--- src/rtl/palette_entry_sequencer_if.sv ---
// rtl/palette_entry_sequencer_if.sv - key stream, palette read port and status bundle
interface palette_entry_sequencer_if #(
    parameter int SLOT_W = 3
);
    logic              keypressed;
    logic [7:0]        scancode;
    logic [SLOT_W-1:0] rd_slot;
    logic [11:0]       rd_color;
    logic [11:0]       active_color;
    logic [SLOT_W-1:0] active_slot;
    logic [3:0]        state;
    logic              commit_pulse;

    modport master (
        output keypressed, scancode, rd_slot,
        input  rd_color, active_color, active_slot, state, commit_pulse
    );

    modport slave (
        input  keypressed, scancode, rd_slot,
        output rd_color, active_color, active_slot, state, commit_pulse
    );
endinterface

--- src/rtl/palette_entry_sequencer.sv ---
// rtl/palette_entry_sequencer.sv - keyboard-driven slot/R/G/B/confirm palette entry; SLOT0_LOCK_EN makes slot 0 read-only
module palette_entry_sequencer #(
    parameter int SLOT_W      = 3,
    parameter int TIMEOUT_CYC = 100000000
) (
    input logic                       clk,
    input logic                       rstn,
    palette_entry_sequencer_if.slave  bus
);
    localparam int NUM_SLOTS = 1 << SLOT_W;

    typedef enum logic [3:0] {
        S_SLOT      = 4'd0,
        S_SLOT_REL  = 4'd1,
        S_RED       = 4'd2,
        S_RED_REL   = 4'd3,
        S_GREEN     = 4'd4,
        S_GREEN_REL = 4'd5,
        S_BLUE      = 4'd6,
        S_BLUE_REL  = 4'd7,
        S_CONFIRM   = 4'd8,
        S_DRAIN     = 4'd9
    } state_t;

    state_t            st;
    logic [11:0]       pal [NUM_SLOTS];
    logic [SLOT_W-1:0] cap_slot;
    logic [SLOT_W-1:0] act_slot;
    logic [3:0]        cap_r, cap_g, cap_b;
    logic [31:0]       cnt;
    logic [11:0]       rd;
    logic              commit;

    // {mapped, level}; escape and every other unlisted code read as unmapped
    function automatic logic [4:0] key_level(input logic [7:0] sc);
        case (sc)
            8'h70:   key_level = 5'h10;
            8'h69:   key_level = 5'h12;
            8'h72:   key_level = 5'h14;
            8'h7A:   key_level = 5'h16;
            8'h6B:   key_level = 5'h18;
            8'h73:   key_level = 5'h1A;
            8'h74:   key_level = 5'h1C;
            8'h6C:   key_level = 5'h1E;
            8'h75:   key_level = 5'h1F;
            default: key_level = 5'h00;
        endcase
    endfunction

    logic [4:0]        kmap;
    logic              mapped;
    logic [3:0]        lvl;
    logic [2:0]        lvl_hi;
    logic [SLOT_W-1:0] key_slot;
    logic              tmo_hit;
    logic              wr_ok;

    always_comb begin
        kmap     = key_level(bus.scancode);
        mapped   = kmap[4];
        lvl      = kmap[3:0];
        lvl_hi   = lvl[3:1];
        key_slot = lvl_hi[SLOT_W-1:0];
        tmo_hit  = (TIMEOUT_CYC != 0) && (cnt == 32'(TIMEOUT_CYC - 1))
                   && (st != S_SLOT) && (st != S_DRAIN);
`ifdef SLOT0_LOCK_EN
        wr_ok    = (cap_slot != '0);
`else
        wr_ok    = 1'b1;
`endif
    end

    always_ff @(posedge clk or negedge rstn) begin
        if (!rstn) begin
            st       <= S_SLOT;
            cap_slot <= '0;
            act_slot <= '0;
            cap_r    <= '0;
            cap_g    <= '0;
            cap_b    <= '0;
            cnt      <= '0;
            rd       <= 12'hFFF;
            commit   <= 1'b0;
            for (int i = 0; i < NUM_SLOTS; i++) pal[i] <= 12'hFFF;
        end else begin
            rd     <= pal[bus.rd_slot];
            commit <= 1'b0;
            cnt    <= (bus.keypressed || st == S_SLOT) ? 32'd0 : cnt + 32'd1;
            if (tmo_hit) begin
                st  <= S_DRAIN;
                cnt <= '0;
            end else begin
                case (st)
                    S_SLOT: if (bus.keypressed && mapped) begin
                        cap_slot <= key_slot;
                        st       <= S_SLOT_REL;
                    end
                    S_RED: if (bus.keypressed) begin
                        cap_r <= lvl;
                        st    <= mapped ? S_RED_REL : S_DRAIN;
                    end
                    S_GREEN: if (bus.keypressed) begin
                        cap_g <= lvl;
                        st    <= mapped ? S_GREEN_REL : S_DRAIN;
                    end
                    S_BLUE: if (bus.keypressed) begin
                        cap_b <= lvl;
                        st    <= mapped ? S_BLUE_REL : S_DRAIN;
                    end
                    S_SLOT_REL:  if (!bus.keypressed) st <= S_RED;
                    S_RED_REL:   if (!bus.keypressed) st <= S_GREEN;
                    S_GREEN_REL: if (!bus.keypressed) st <= S_BLUE;
                    S_BLUE_REL:  if (!bus.keypressed) st <= S_CONFIRM;
                    S_CONFIRM: if (bus.keypressed) begin
                        if (bus.scancode == 8'h5A && wr_ok) begin
                            pal[cap_slot] <= {cap_b, cap_g, cap_r};
                            commit        <= 1'b1;
                            act_slot      <= cap_slot;
                        end
                        st <= S_DRAIN;
                    end
                    S_DRAIN: if (!bus.keypressed) st <= S_SLOT;
                    default: st <= S_DRAIN;
                endcase
            end
        end
    end

    assign bus.rd_color     = rd;
    assign bus.active_color = pal[act_slot];
    assign bus.active_slot  = act_slot;
    assign bus.state        = st;
    assign bus.commit_pulse = commit;
endmodule

--- src/flat_wrapper.sv ---
// flat-port wrapper written by rule: the top's interface ports become plain ports
module palette_entry_sequencer_flat 
#(
    parameter int SLOT_W      = 3,
    parameter int TIMEOUT_CYC = 100000000
)
  (clk, rstn, bus_keypressed, bus_scancode, bus_rd_slot, bus_rd_color, bus_active_color, bus_active_slot, bus_state, bus_commit_pulse);
  palette_entry_sequencer_if #(.SLOT_W(SLOT_W)) bus_i ();
  input logic clk;
  input logic rstn;
  input wire logic [$bits(bus_i.keypressed)-1:0] bus_keypressed;
  input wire logic [$bits(bus_i.scancode)-1:0] bus_scancode;
  input wire logic [$bits(bus_i.rd_slot)-1:0] bus_rd_slot;
  output wire logic [$bits(bus_i.rd_color)-1:0] bus_rd_color;
  output wire logic [$bits(bus_i.active_color)-1:0] bus_active_color;
  output wire logic [$bits(bus_i.active_slot)-1:0] bus_active_slot;
  output wire logic [$bits(bus_i.state)-1:0] bus_state;
  output wire logic [$bits(bus_i.commit_pulse)-1:0] bus_commit_pulse;
  assign bus_i.keypressed = bus_keypressed;
  assign bus_i.scancode = bus_scancode;
  assign bus_i.rd_slot = bus_rd_slot;
  assign bus_rd_color = bus_i.rd_color;
  assign bus_active_color = bus_i.active_color;
  assign bus_active_slot = bus_i.active_slot;
  assign bus_state = bus_i.state;
  assign bus_commit_pulse = bus_i.commit_pulse;
  palette_entry_sequencer #(.SLOT_W(SLOT_W), .TIMEOUT_CYC(TIMEOUT_CYC)) u_core (.clk(clk), .rstn(rstn), .bus(bus_i));
endmodule
--- config.mk ---
export PLATFORM = sky130hd
export DESIGN_NAME = palette_entry_sequencer_flat
export DESIGN_NICKNAME = d
export VERILOG_FILES = /design/src/rtl/palette_entry_sequencer_if.sv /design/src/rtl/palette_entry_sequencer.sv /design/src/flat_wrapper.sv
export SDC_FILE = /design/constraint.sdc
export NUM_CORES = 1
export LEC_CHECK = 0
export BUFFER_PORTS_ARGS = -buffer_cell sky130_fd_sc_hd__buf_4
export CAP_MARGIN = 20
export CORE_ASPECT_RATIO = 0.9
export CORE_MARGIN = 2
export CORE_UTILIZATION = 60
export CTS_CLUSTER_DIAMETER = 200
export DETAILED_ROUTE_END_ITERATION = 8
export PLACE_DENSITY = 0.79
export SETUP_SLACK_MARGIN = 0.3
export SLEW_MARGIN = 20
export SYNTH_ARGS = -nofsm -noshare
export SYNTH_HDL_FRONTEND = slang
export SYNTH_SLANG_ARGS = --single-unit
--- constraint.sdc ---
create_clock -name clk -period 4.6 [get_ports clk]
set_input_delay 0.69 -clock clk [delete_from_list [all_inputs] [get_ports clk]]
set_output_delay 0.69 -clock clk [all_outputs]
set_load 0.05 [all_outputs]
==> qor.yml <==
drv_cap: 0
grtUsageTotal_pct: 26.6
worstMarginPinSlew_ps: 1110
layout_commonest_cell: "mux2_2"
ir_worst_vdd_uv: 278
rsz0062_at_grt: "false"
cts_setup_buffers: 0
hp-class: "in2async"
period_minus_slack_ps: 3420
synth_largest_area_cell: "dfstp_2"
cts_root_buf: "clkbuf_16"
rr_endpoint: "u_core.pal[87]$_DFFE_PN1P_"
required_ps: 3910
dp_hpwl_microns: 11500
reg2regPathDepth: 6
tns_ps: 0
netlist_area_sq_um: 8380
clkSlewWorstSetupHoldPaths_ps: 70
p_leak_nw: 3.89
insertion_delay_ps: 430
slew_headroom_pct: 25.8
fin_area_sq_um: 9420
synth_top_area_share_pct: 33.9
ys_types: 52
fin_crit_sh_pct: 74.3
dieHeight_microns: 116
mostFrequentLayoutCells: "124 x mux2_2, 108 x dfstp_2, 55 x dfrtp_1"
placed_area_sq_um: 8800
gp_congestion: 0.839
path_max_fanout: 15
hold_viol_final: 0
worst_path_max_delay_cell: "dfrtp_1"
grt_pass1_vias: 5440
synth_top_flop_cell: "dfstp_2"
crit_end: "bus_active_color[7]"
syn_avg_cell_area_sq_um: 13.9
first_pass_iters: 5
ys_ff_latch: 163
synth_fp_nets: 617
wl_per_cell_microns: 22.6
cp_common_cell: "buf_4"
endpoint_kind: "output pin"
synth_area_leaders: "dfstp_2 34%, mux2_2 17%, dfrtp_1 16%"
crit_path_cell_trace: "buf_4, mux4_2, mux2_2, buf_4"
ff2ff_setup_slack_ps: 1330
setup_viol: 0
ctsHoldBuffers: 0
dieArea_sq_um: 14900
cts_buffer_depth: 2
core_sq_um: 13500
arrival_ps: 2730
die_w_microns: 129
synthArstFlopShare_pct: 100
num-fill-cells: 921
nets: 649
drive_above_1_share_pct: 59.4
drc: 0
cp_slowest_stage_delay_ps: 930
io_buffers: 45
ys_warn_count: 0
maxSlewViolCount: 0
ant_nets: 0
crit_type: "reg2out"
start_util_pct: 62.0
globalRouteOverflowTotal: 0
antenna_found_initial: 0
grt_max_degree: 85
vias: 5335
power.density_nw_per_um2: 344
drtIter0Drc: 486
cts.sinks: 163
cts_buffers: 17
cts_resized: 0
pin_count: 46
cts_tree: "yes"
skew_ps: 8.66
synth-edff-count: 0
rr_startpoint: "u_core.bus.state[2]$_DFFE_PN0P_"
outcome: "completed"
antenna_cells: 0
timing.fmax_ghz: 0.292
worst_setup_path_start_kind: "flop"
htreeDepth: 4
rows: 40
synthCells: 602
critPathLaunch: "u_core.bus.active_slot[0]$_DFFE_PN0P_"
seq_area_frac_synth_pct: 50.3
grt_pass1_wl_microns: 29800
vias_per_cell: 6.55
syn_to_final_growth_pct: 12.4
wl_microns: 18400
## how the worst min path moves through the flow
| stage | start | endpoint | slack (ps) | cells after the start |
|---|---|---|---|---|
| 2_1_floorplan | rstn | u_core.bus.active_slot[0]$_DFFE_PN0P_ | 390 | 0 |
| 3_3_place_gp | u_core.cnt[0]$_DFF_PN0_ | u_core.cnt[0]$_DFF_PN0_ | 460 | 1 |
| 3_5_place_dp | u_core.cnt[0]$_DFF_PN0_ | u_core.cnt[0]$_DFF_PN0_ | 490 | 1 |
| 4_1_cts | rstn | u_core.cnt[6]$_DFF_PN0_ | 330 | 1 |
| 5_1_grt | rstn | u_core.cnt[22]$_DFF_PN0_ | 360 | 1 |
| 6_report | rstn | u_core.cnt[4]$_DFF_PN0_ | 290 | 1 |
## flip-flops by register name, summed over array words and instances, names as in the netlist
name / flops
u_core.pal: 96
u_core.cnt: 32
u_core.bus.rd_color: 12
u_core.bus.state: 4
u_core.cap_b: 4
u_core.cap_g: 4
u_core.cap_r: 4
u_core.bus.active_slot: 3
u_core.cap_slot: 3
u_core.bus.commit_pulse: 1
## logic make-up after synthesis
group                      after synthesis  synth area share (%)
and+or+nand+nor                        144                  9.71
AOI/OAI and AO/OA                       39                  2.84
muxes                                  185                  31.8
DFF                                    163                  50.3
xor gates and xnor gates                27                  2.82
adders and majority gates                1                 0.149
buffers and inverters                   43                  2.40
## power breakdown
part           total, mW  internal (mW)  switching [mW]
Combinational      0.256         0.0788           0.177
Sequential          1.50           1.46          0.0436
Clock               1.48          0.870           0.613
Total               3.24           2.40           0.834
## cell type report
type                            instances  area (sq um)  area share [%]
Multi-Input combinational cell        396          3970            42.1
Sequential cell                       163          4210            44.7
Clock buffer                           17           425            4.52
Timing Repair Buffer                   52           394            4.18
Clock inverter                         15           193            2.05
Inverter                                4          15.0           0.159
Tap cell                              168           210            2.23
## worst max-delay path, delay by kind of cell, from the launching register on
family	cells	cell delay [ps]
muxes	2	850
DFF	1	930
buffers and inverters	2	510
## synth_stat cells, types with 3 or more instances
cell / instances
mux2_1: 3
or3_1: 8
mux4_2: 48
dfrtp_1: 55
a21oi_1: 15
nor4_1: 6
nand2b_1: 4
mux2_4: 10
nand3_1: 16
and4_1: 4
buf_2: 5
mux2_2: 124
xnor2_1: 7
nor2b_1: 5
buf_6: 3
o21ai_0: 11
nor2_1: 43
and3_1: 6
or4b_4: 3
clkbuf_1: 23
buf_4: 3
xor2_1: 20
buf_1: 5
nand2_1: 20
dfstp_2: 108
nor3_1: 4
inv_1: 4
nand4_1: 8
## per-stage QoR
step | instances | util (%) | power (mW) | hold slack, ps | setup WS [ps]
final | 815 | 69.7 | 3.24 | 295 | 1180
after global routing | 815 | 69.7 | 3.35 | 358 | 985
after CTS | 815 | 69.7 | 3.27 | 330 | 1090
after detailed placement | 783 | 65.1 | 1.78 | 491 | 1330
after global placement | 783 | 65.1 | 1.76 | 460 | 1200
after floorplan | 602 | - | 1.69 | 394 | 1400
## metal layers
layer  global-route usage, %  vias up  routed length [microns]
li1                        -     2306                        -
met1                    37.8     2808                     8250
met2                    39.9      179                     8650
met3                    6.50       42                      984
met4                    11.4        0                      520
met5                       0        -                        0
(Power assumes the default switching activity.)
